**src/rtl/pipe_hazard_pkg.sv**
```systemverilog
// pipe_hazard_pkg: scoreboard entry type, forwarding-select codes and the shared producer-match helper
package pipe_hazard_pkg;

    // Register addresses are zero-extended to this width inside the scoreboard
    localparam int RD_MAX_W = 8;

    localparam int FWD_RF    = 0;
    localparam int FWD_EXMEM = 1;
    localparam int FWD_MEMWB = 2;

    typedef struct packed {
        logic                valid;
        logic [RD_MAX_W-1:0] rd;
        logic                reg_write;
        logic                mem_read;
    } sb_entry_t;

    // True when entry e produces register rs; x0 is never produced
    function automatic logic fwd_hit(sb_entry_t e, logic [RD_MAX_W-1:0] rs);
        return e.valid && e.reg_write && e.rd != '0 && e.rd == rs;
    endfunction

    // True when entry e is a load producing register rs
    function automatic logic load_hit(sb_entry_t e, logic [RD_MAX_W-1:0] rs);
        return e.valid && e.mem_read && e.rd != '0 && e.rd == rs;
    endfunction

endpackage

```
**src/rtl/pipe_scoreboard.sv**
```systemverilog
// pipe_scoreboard: shift register of in-flight instructions, entry 0 = EX, last entry = WB
module pipe_scoreboard
    import pipe_hazard_pkg::*;
#(
    parameter int NUM_STAGES = 3,
    parameter int REG_ADDR_W = 5
) (
    input  logic                        clk,
    input  logic                        reset,
    input  sb_entry_t                   load_i,
    input  logic                        bubble_i,
    input  logic                        inval0_i,
    output sb_entry_t [NUM_STAGES-1:0]  entries_o
);

    localparam logic [RD_MAX_W-1:0] RD_MASK = RD_MAX_W'((1 << REG_ADDR_W) - 1);

    sb_entry_t [NUM_STAGES-1:0] sb_d, sb_q;

    // Shift by one: decode instruction (or bubble) enters, a squashed EX entry loses its valid bit
    always_comb begin
        sb_d          = {sb_q[NUM_STAGES-2:0], load_i};
        sb_d[0].valid = load_i.valid & ~bubble_i;
        sb_d[0].rd    = load_i.rd & RD_MASK;
        sb_d[1].valid = sb_q[0].valid & ~inval0_i;
    end

    // Scoreboard register
    always_ff @(posedge clk) begin
        if (reset) sb_q <= '0;
        else       sb_q <= sb_d;
    end

    assign entries_o = sb_q;

endmodule

```
**src/rtl/pipe_hazard_ctrl.sv**
```systemverilog
// pipe_hazard_ctrl: forwarding selects, load-use stall and redirect flushes; PIPE_HAZARD_PERF_EN adds event counters
module pipe_hazard_ctrl
    import pipe_hazard_pkg::*;
#(
    parameter int NUM_STAGES     = 3,
    parameter int REG_ADDR_W     = 5,
    parameter int REDIRECT_STAGE = 1
) (
    input  logic                          clk,
    input  logic                          reset,
    input  logic                          id_valid_i,
    input  logic [REG_ADDR_W-1:0]         id_rs1_i,
    input  logic [REG_ADDR_W-1:0]         id_rs2_i,
    input  logic [REG_ADDR_W-1:0]         id_rd_i,
    input  logic                          id_reg_write_i,
    input  logic                          id_mem_read_i,
    input  logic                          redirect_i,
    output logic [$clog2(NUM_STAGES)-1:0] fwd_a_o,
    output logic [$clog2(NUM_STAGES)-1:0] fwd_b_o,
    output logic                          stall_o,
    output logic                          flush_if_id_o,
    output logic                          flush_id_ex_o,
    output logic                          flush_ex_mem_o,
    output logic [31:0]                   stall_cnt_o,
    output logic [31:0]                   flush_cnt_o
);

    localparam int FWD_W = $clog2(NUM_STAGES);

    sb_entry_t [NUM_STAGES-1:0] sb;
    sb_entry_t                  id_entry;
    logic [RD_MAX_W-1:0]        rs1, rs2;
    logic                       load_use, bubble, inval0;
    logic [FWD_W-1:0]           fwd_a_d, fwd_a_q, fwd_b_d, fwd_b_q;

    assign rs1      = RD_MAX_W'(id_rs1_i);
    assign rs2      = RD_MAX_W'(id_rs2_i);
    assign id_entry = '{valid: id_valid_i, rd: RD_MAX_W'(id_rd_i),
                        reg_write: id_reg_write_i, mem_read: id_mem_read_i};

    // A load still in EX cannot forward to the instruction entering EX next cycle
    assign load_use       = load_hit(sb[0], rs1) || load_hit(sb[0], rs2);
    assign stall_o        = ~reset & id_valid_i & load_use & ~redirect_i;
    assign flush_if_id_o  = ~reset & redirect_i;
    assign flush_id_ex_o  = ~reset & redirect_i;
    assign flush_ex_mem_o = (REDIRECT_STAGE == 1) && !reset && redirect_i;
    assign bubble         = ~id_valid_i | stall_o | redirect_i;
    assign inval0         = (REDIRECT_STAGE == 1) && redirect_i;

    pipe_scoreboard #(
        .NUM_STAGES (NUM_STAGES),
        .REG_ADDR_W (REG_ADDR_W)
    ) u_sb (
        .clk       (clk),
        .reset     (reset),
        .load_i    (id_entry),
        .bubble_i  (bubble),
        .inval0_i  (inval0),
        .entries_o (sb)
    );

    // Youngest producer wins: scan oldest to youngest so later hits overwrite; the retiring entry reads the RF
    always_comb begin
        fwd_a_d = FWD_W'(FWD_RF);
        fwd_b_d = FWD_W'(FWD_RF);
        for (int j = NUM_STAGES - 1; j >= 0; j--) begin
            if (fwd_hit(sb[j], rs1)) fwd_a_d = (j == NUM_STAGES - 1) ? FWD_W'(FWD_RF) : FWD_W'(FWD_EXMEM + j);
            if (fwd_hit(sb[j], rs2)) fwd_b_d = (j == NUM_STAGES - 1) ? FWD_W'(FWD_RF) : FWD_W'(FWD_EXMEM + j);
        end
        if (bubble) begin
            fwd_a_d = FWD_W'(FWD_RF);
            fwd_b_d = FWD_W'(FWD_RF);
        end
    end

    // Forwarding selects travel with the instruction into EX
    always_ff @(posedge clk) begin
        if (reset) begin
            fwd_a_q <= '0;
            fwd_b_q <= '0;
        end else begin
            fwd_a_q <= fwd_a_d;
            fwd_b_q <= fwd_b_d;
        end
    end

    assign fwd_a_o = fwd_a_q;
    assign fwd_b_o = fwd_b_q;

`ifdef PIPE_HAZARD_PERF_EN
    logic [31:0] stall_cnt_q, flush_cnt_q;

    // Saturating stall and redirect event counters
    always_ff @(posedge clk) begin
        if (reset) begin
            stall_cnt_q <= '0;
            flush_cnt_q <= '0;
        end else begin
            if (stall_o && stall_cnt_q != '1)    stall_cnt_q <= stall_cnt_q + 32'd1;
            if (redirect_i && flush_cnt_q != '1) flush_cnt_q <= flush_cnt_q + 32'd1;
        end
    end

    assign stall_cnt_o = stall_cnt_q;
    assign flush_cnt_o = flush_cnt_q;
`else
    assign stall_cnt_o = '0;
    assign flush_cnt_o = '0;
`endif

endmodule

```
**config.mk**
```make
export PLATFORM = sky130hd
export DESIGN_NAME = pipe_hazard_ctrl
export DESIGN_NICKNAME = d
export VERILOG_FILES = /design/src/rtl/pipe_hazard_pkg.sv /design/src/rtl/pipe_scoreboard.sv /design/src/rtl/pipe_hazard_ctrl.sv
export SDC_FILE = /design/constraint.sdc
export NUM_CORES = 1
export LEC_CHECK = 0
export ABC_AREA = 1
export BUFFER_PORTS_ARGS = -buffer_cell sky130_fd_sc_hd__buf_4
export CAP_MARGIN = 25
export CORE_AREA = 2 2 53 67
export CTS_BUF_LIST = sky130_fd_sc_hd__clkbuf_2 sky130_fd_sc_hd__clkbuf_4 sky130_fd_sc_hd__clkbuf_8
export CTS_CLUSTER_DIAMETER = 100
export DETAILED_ROUTE_END_ITERATION = 10
export DIE_AREA = 0 0 55 69
export PLACE_DENSITY = 0.85
export SLEW_MARGIN = 5
export SYNTH_ARGS = -nofsm -noshare
export SYNTH_HDL_FRONTEND = slang
export SYNTH_SLANG_ARGS = --single-unit
export TNS_END_PERCENT = 10
```
**constraint.sdc**
```tcl
create_clock -name clk -period 1.76 [get_ports clk]
set_clock_uncertainty 0.05 [all_clocks]
set_input_delay 0.352 -clock clk [delete_from_list [all_inputs] [get_ports clk]]
set_output_delay 0.352 -clock clk [all_outputs]
set_load 0.05 [all_outputs]
```
Yosys cells after proc, flatten, opt, wreduce, memory -nomap -nowiden
Cells that the tools add are included.
{ "word_totals": {"output_inout_bits": 72, "word_cells": 52, "inputBits": 21, "reg_bits": 25} }
{ "op_classes": {"n_eq_ne": 4, "mux": 4, "n_reduce_logical": 20, "bitwise": 12} }
{ "ops": {"columns": ["op", "count"], "rows": [
  ["$eq 8x5->1", 4],
  ["$reduce_bool 8->1", 2],
  ["$logic_and 1x1->1", 13],
  ["$and 1x1->1", 6],
  ["$reduce_or 3->1", 2],
  ["$mux 2", 2],
  ["$not 1->1", 4],
  ["$mux 1", 2],
  ["$or 1x1->1", 2],
  ["$reduce_or 2->1", 1],
  ["$logic_not 1->1", 1],
  ["$logic_or 1x1->1", 1]
]} }

Longest topological paths before layout
{ "logic_depth": {"word_depth": 10, "depth_mapped": 9, "ltp_nobuf": 9} }

By module
A second synthesis with hierarchy kept.
{ "hier_totals": {"cells_unflattened": 280, "hier_area_um2": 1960.6} }
{ "modules_own_cells": {"columns": ["module", "cells_each", "seq_area_each_um2", "instances", "area_each_um2"], "rows": [
  ["pipe_hazard_ctrl", 180, 80.1, 1, 1089.8],
  ["pipe_scoreboard", 100, 480.5, 1, 870.8]
]} }

Worst setup path after synthesis
OpenSTA, ideal clock, no wires.
{ "synth_timing": {"path_type": "input port to output port", "startpoint": "input reset", "endpoint": "output flush_id_ex_o", "required_time_ns": 1.358, "cell_stages": 4, "path_slack_ns": -0.370, "path_buffers": 3, "arrival_ns": 1.728, "cell_sequence": "buf_6 > clkbuf_1 > nor2_1 > buf_4"} }
{ "synth_between": {"elab_chain_cells": 2} }
{ "synth_lines": {"columns": ["element", "line_no", "rtl"], "rows": [
  ["start: declaration", "pipe_hazard_ctrl.sv:10", "input logic reset,"],
  ["$not 1->1", "pipe_hazard_ctrl.sv:45", "assign flush_id_ex_o = ~reset & redirect_i;"],
  ["$and 1x1->1", "pipe_hazard_ctrl.sv:45", null],
  ["end: declaration", "pipe_hazard_ctrl.sv:22", "output logic flush_id_ex_o,"]
]} }
Every way passes these cells.

Worst setup path after layout
{ "layout_timing": {"startpoint": "register u_sb.sb_q (netlist bit u_sb.entries_o[2])", "endpoint": "output stall_o"} }
{ "layout_between": {"elab_chain_cells": 6, "word_cells_on_any_way": 9, "cone_classes": "2 x eq/ne; 2 x bitwise; 5 x reduce/logical"} }
{ "layout_lines": {"columns": ["element", "line_no", "rtl"], "rows": [
  ["start: declaration", "pipe_scoreboard.sv:18", "sb_entry_t [NUM_STAGES-1:0] sb_d, sb_q;"],
  ["start signal: assignment", "pipe_scoreboard.sv:30", "if (reset) sb_q <= '0;"],
  ["start signal: assignment", "pipe_scoreboard.sv:31", "else sb_q <= sb_d;"],
  ["$reduce_bool 8->1", "pipe_hazard_pkg.sv:25", "return e.valid && e.mem_read && e.rd != '0 && e.rd == rs;"],
  ["$logic_and 1x1->1 (2 in series)", "pipe_hazard_pkg.sv:25", null],
  ["$logic_or 1x1->1 *", "pipe_hazard_ctrl.sv:42", "assign load_use = load_hit(sb[0], rs1) || load_hit(sb[0], rs2);"],
  ["$and 1x1->1 * (2 in series)", "pipe_hazard_ctrl.sv:43", "assign stall_o = ~reset & id_valid_i & load_use & ~redirect_i;"],
  ["end: declaration", "pipe_hazard_ctrl.sv:20", "output logic stall_o,"]
]} }
Every way passes the cells marked *; elsewhere a longest branch is shown, timed or not.

==> reports/qor.yml <==
placement:
  gp_congestion: 0.891
  dp.final_hpwl_um: 1860
  dpl_worst_slack_ns: 0.111
  place_area_sq_um: 1430
  dp_cells: 267
  io_buffer_count: 28
setup_path:
  crit_required_ns: 1.36
  path_buf_inv: 3
  crit_family: "simple AND/OR/NAND/NOR gates"
  crit_fanout: 4
  path_cells: "inv_2 > nand2_1 > nand2_1 > nor2_2 > nand3_1 > nand2_1 > nand2_2 > inv_2 > buf_8"
  crit_path_frequent_cell: "nand2_1"
  crit_type: "flip-flop to primary output"
  end_kind: "primary output"
  cpPeakStageDelay_ns: 0.36
  cp.arrival_ns: 1.36
  cp_slowest_cell: "dfxtp_2"
  critPathLaunchType: "flip-flop"
cts:
  clk_path_buf_depth: 2
  clk_latency_ns: 0.26
  clkSinkCount: 19
  h-tree-depth: 1
  cts_buffers: 3
  cts_tree: "built"
  cts_hold_buf: 0
  cts-root-buf: "clkbuf_8"
  path_clk_slew_ns: 0.07
timing:
  tns_ns: -0.00537
  period_needed_ns: 1.77
  fin_crit_sh_pct: 100
  hold_ws_ns: 0.220
  rsz0062_at_grt: "yes"
  setup_slack_ns: -0.00537
  setup_viol: 1
  hold_violations: 0
  drv_slew: 0
  max_freq_ghz: 0.566
route:
  drt_first_pass_iters: 4
  drc: 0
  drt_iter0_markers: 13
  drtAntennaViolNets: 0
  wl_um: 2440
  vias: 1084
  viasPerCell: 3.90
  wl_per_cell_um: 8.78
final_layout:
  register_area_sq_um: 387
  nFillCells: 309
  layoutNonFillerInstCount: 278
  n_antenna_cell: 0
  multi_input_area_sq_um: 688
  fin_area_sq_um: 1550
  syn_to_final_growth_pct: 8.40
  nNetsFinal: 263
  layout-drive-gt1-share_pct: 23.2
  final_core_util_pct: 49.0
die:
  die_area_sq_um: 3800
  start_util_pct: 45.2
  die_y_um: 69
  core_area_sq_um: 3170
  row_count: 23
  die_w_um: 55
  pin_count: 93
synthesis:
  synth-xor-area-share_pct: 7.35
  synth_top_family_by_area: "buffers and inverters"
  muxShareOfSynthArea_pct: 0
  yosys_warnings: 0
  synthCells: 206
  ys_seq_elements: 19
  synth.distinct_cells: 17
  avgSynthCellArea_sq_um: 6.94
  syn_area_sq_um: 1430
  ys_seq_area_share_pct: 26.6
  synth-adder-area-share_pct: 0
  synth_compound_area_share_pct: 0
  synth-simple-area-share_pct: 22.7
run_status:
  status: "finished, violations left"
  violations: "negative setup slack"
flow_run:
  cap_viol_max_count: 0
grt:
  grt_max_degree: 16
  grt_overflow_total: 0
  grt_first_pass_wirelength_um: 3710
  grt_pass1_vias: 952
  antenna_found_initial: 0
  track_usage_pct: 13.1
power:
  peakVddDrop_v: 0.000400
  power_density_nw_per_um2: 799
  p_total_mw: 1.24
  leakage_nw: 0.897
worst_hold_path:
  hp-class: "input pin to flip-flop"
## routing by layer
| layer | routed length [um] | vias to the layer above | global-route usage, % |
|---|---|---|---|
| met2 | 1280 | 63 | 23.0 |
| met3 | 226 | 9 | 2.60 |
| met5 | 0 | - | 0 |
| met1 | 869 | 465 | 13.2 |
| met4 | 69 | 0 | 7.59 |
| li1 | - | 547 | - |
## logic make-up (layout without fill, tap and decap cells)
family | after synthesis | count (layout)
buffers and inverters | 96 | 68
and+or+nand+nor | 78 | 78
DFF | 19 | 19
xor gates and xnor gates | 12 | 12
other | 1 | 64
## power breakdown
part	switching [mW]	internal (mW)	leakage, nW	total [mW]
registers	0.0127	0.447	0.157	0.459
clock network	0.148	0.158	0.0255	0.306
logic	0.388	0.0855	0.714	0.473
## registers in the layout, indices dropped and copies added, names as in the netlist
register and count:
fwd_a_o 2, fwd_b_o 2, u_sb.entries_o 15
## synth_stat cells
library cell	instances	area, sq um
nor3b_2	1	12.5
nand2_2	1	6.26
clkbuf_1	1	3.75
dfxtp_1	19	380
buf_4	66	495
nor3_1	3	15.0
nand3_1	5	25.0
nand3b_1	1	7.51
inv_1	27	101
nor2_1	29	109
xnor2_1	9	78.8
buf_6	1	11.3
inv_2	1	3.75
nand2_1	35	131
xor2_1	3	26.3
nand4_1	3	18.8
conb_1	1	3.75
## repair_timing
item,4_1_cts,5_1_grt
hold endpoints to repair,0,0
setup endpoints to repair,1,2
setup buffers,6,1
gates cloned,0,0
pin swaps,3,4
resized for setup,12,2
## final timing paths
kind / from / to / slack, ns / cells past startpoint
max reg2reg: u_sb.entries_o[5] / fwd_a_o[1] / 0.10 / 12
min: redirect_i / u_sb.entries_o[21] / 0.22 / 2
min reg2reg: u_sb.entries_o[1] / u_sb.entries_o[12] / 0.37 / 2
max: u_sb.entries_o[2] / stall_o / -0.005 / 9
## cells in the final DEF, fill, tap and decap left out, types with 2 or more instances in the layout
cell type	Yosys	final
conb_1	1	64
buf_4	66	35
nand2_1	35	33
nor2_1	29	26
inv_1	27	24
dfxtp_1	19	14
xnor2_1	9	9
nand3_1	5	5
dfxtp_2	0	5
inv_2	1	4
nand2_2	1	3
nand4_1	3	3
nor3_1	3	3
xor2_1	3	3
clkbuf_8	0	3
nor2_2	0	2
## cell type report
cell class / count / area share, %
inverter: 28 / 6.78
timing repair buffer: 36 / 17.9
clock inverter: 1 / 0.323
clock buffer: 3 / 2.66
sequential: 19 / 24.9
tap: 37 / 2.99
multi-input combinational: 154 / 44.4
Power figures use the tool's default switching activity.
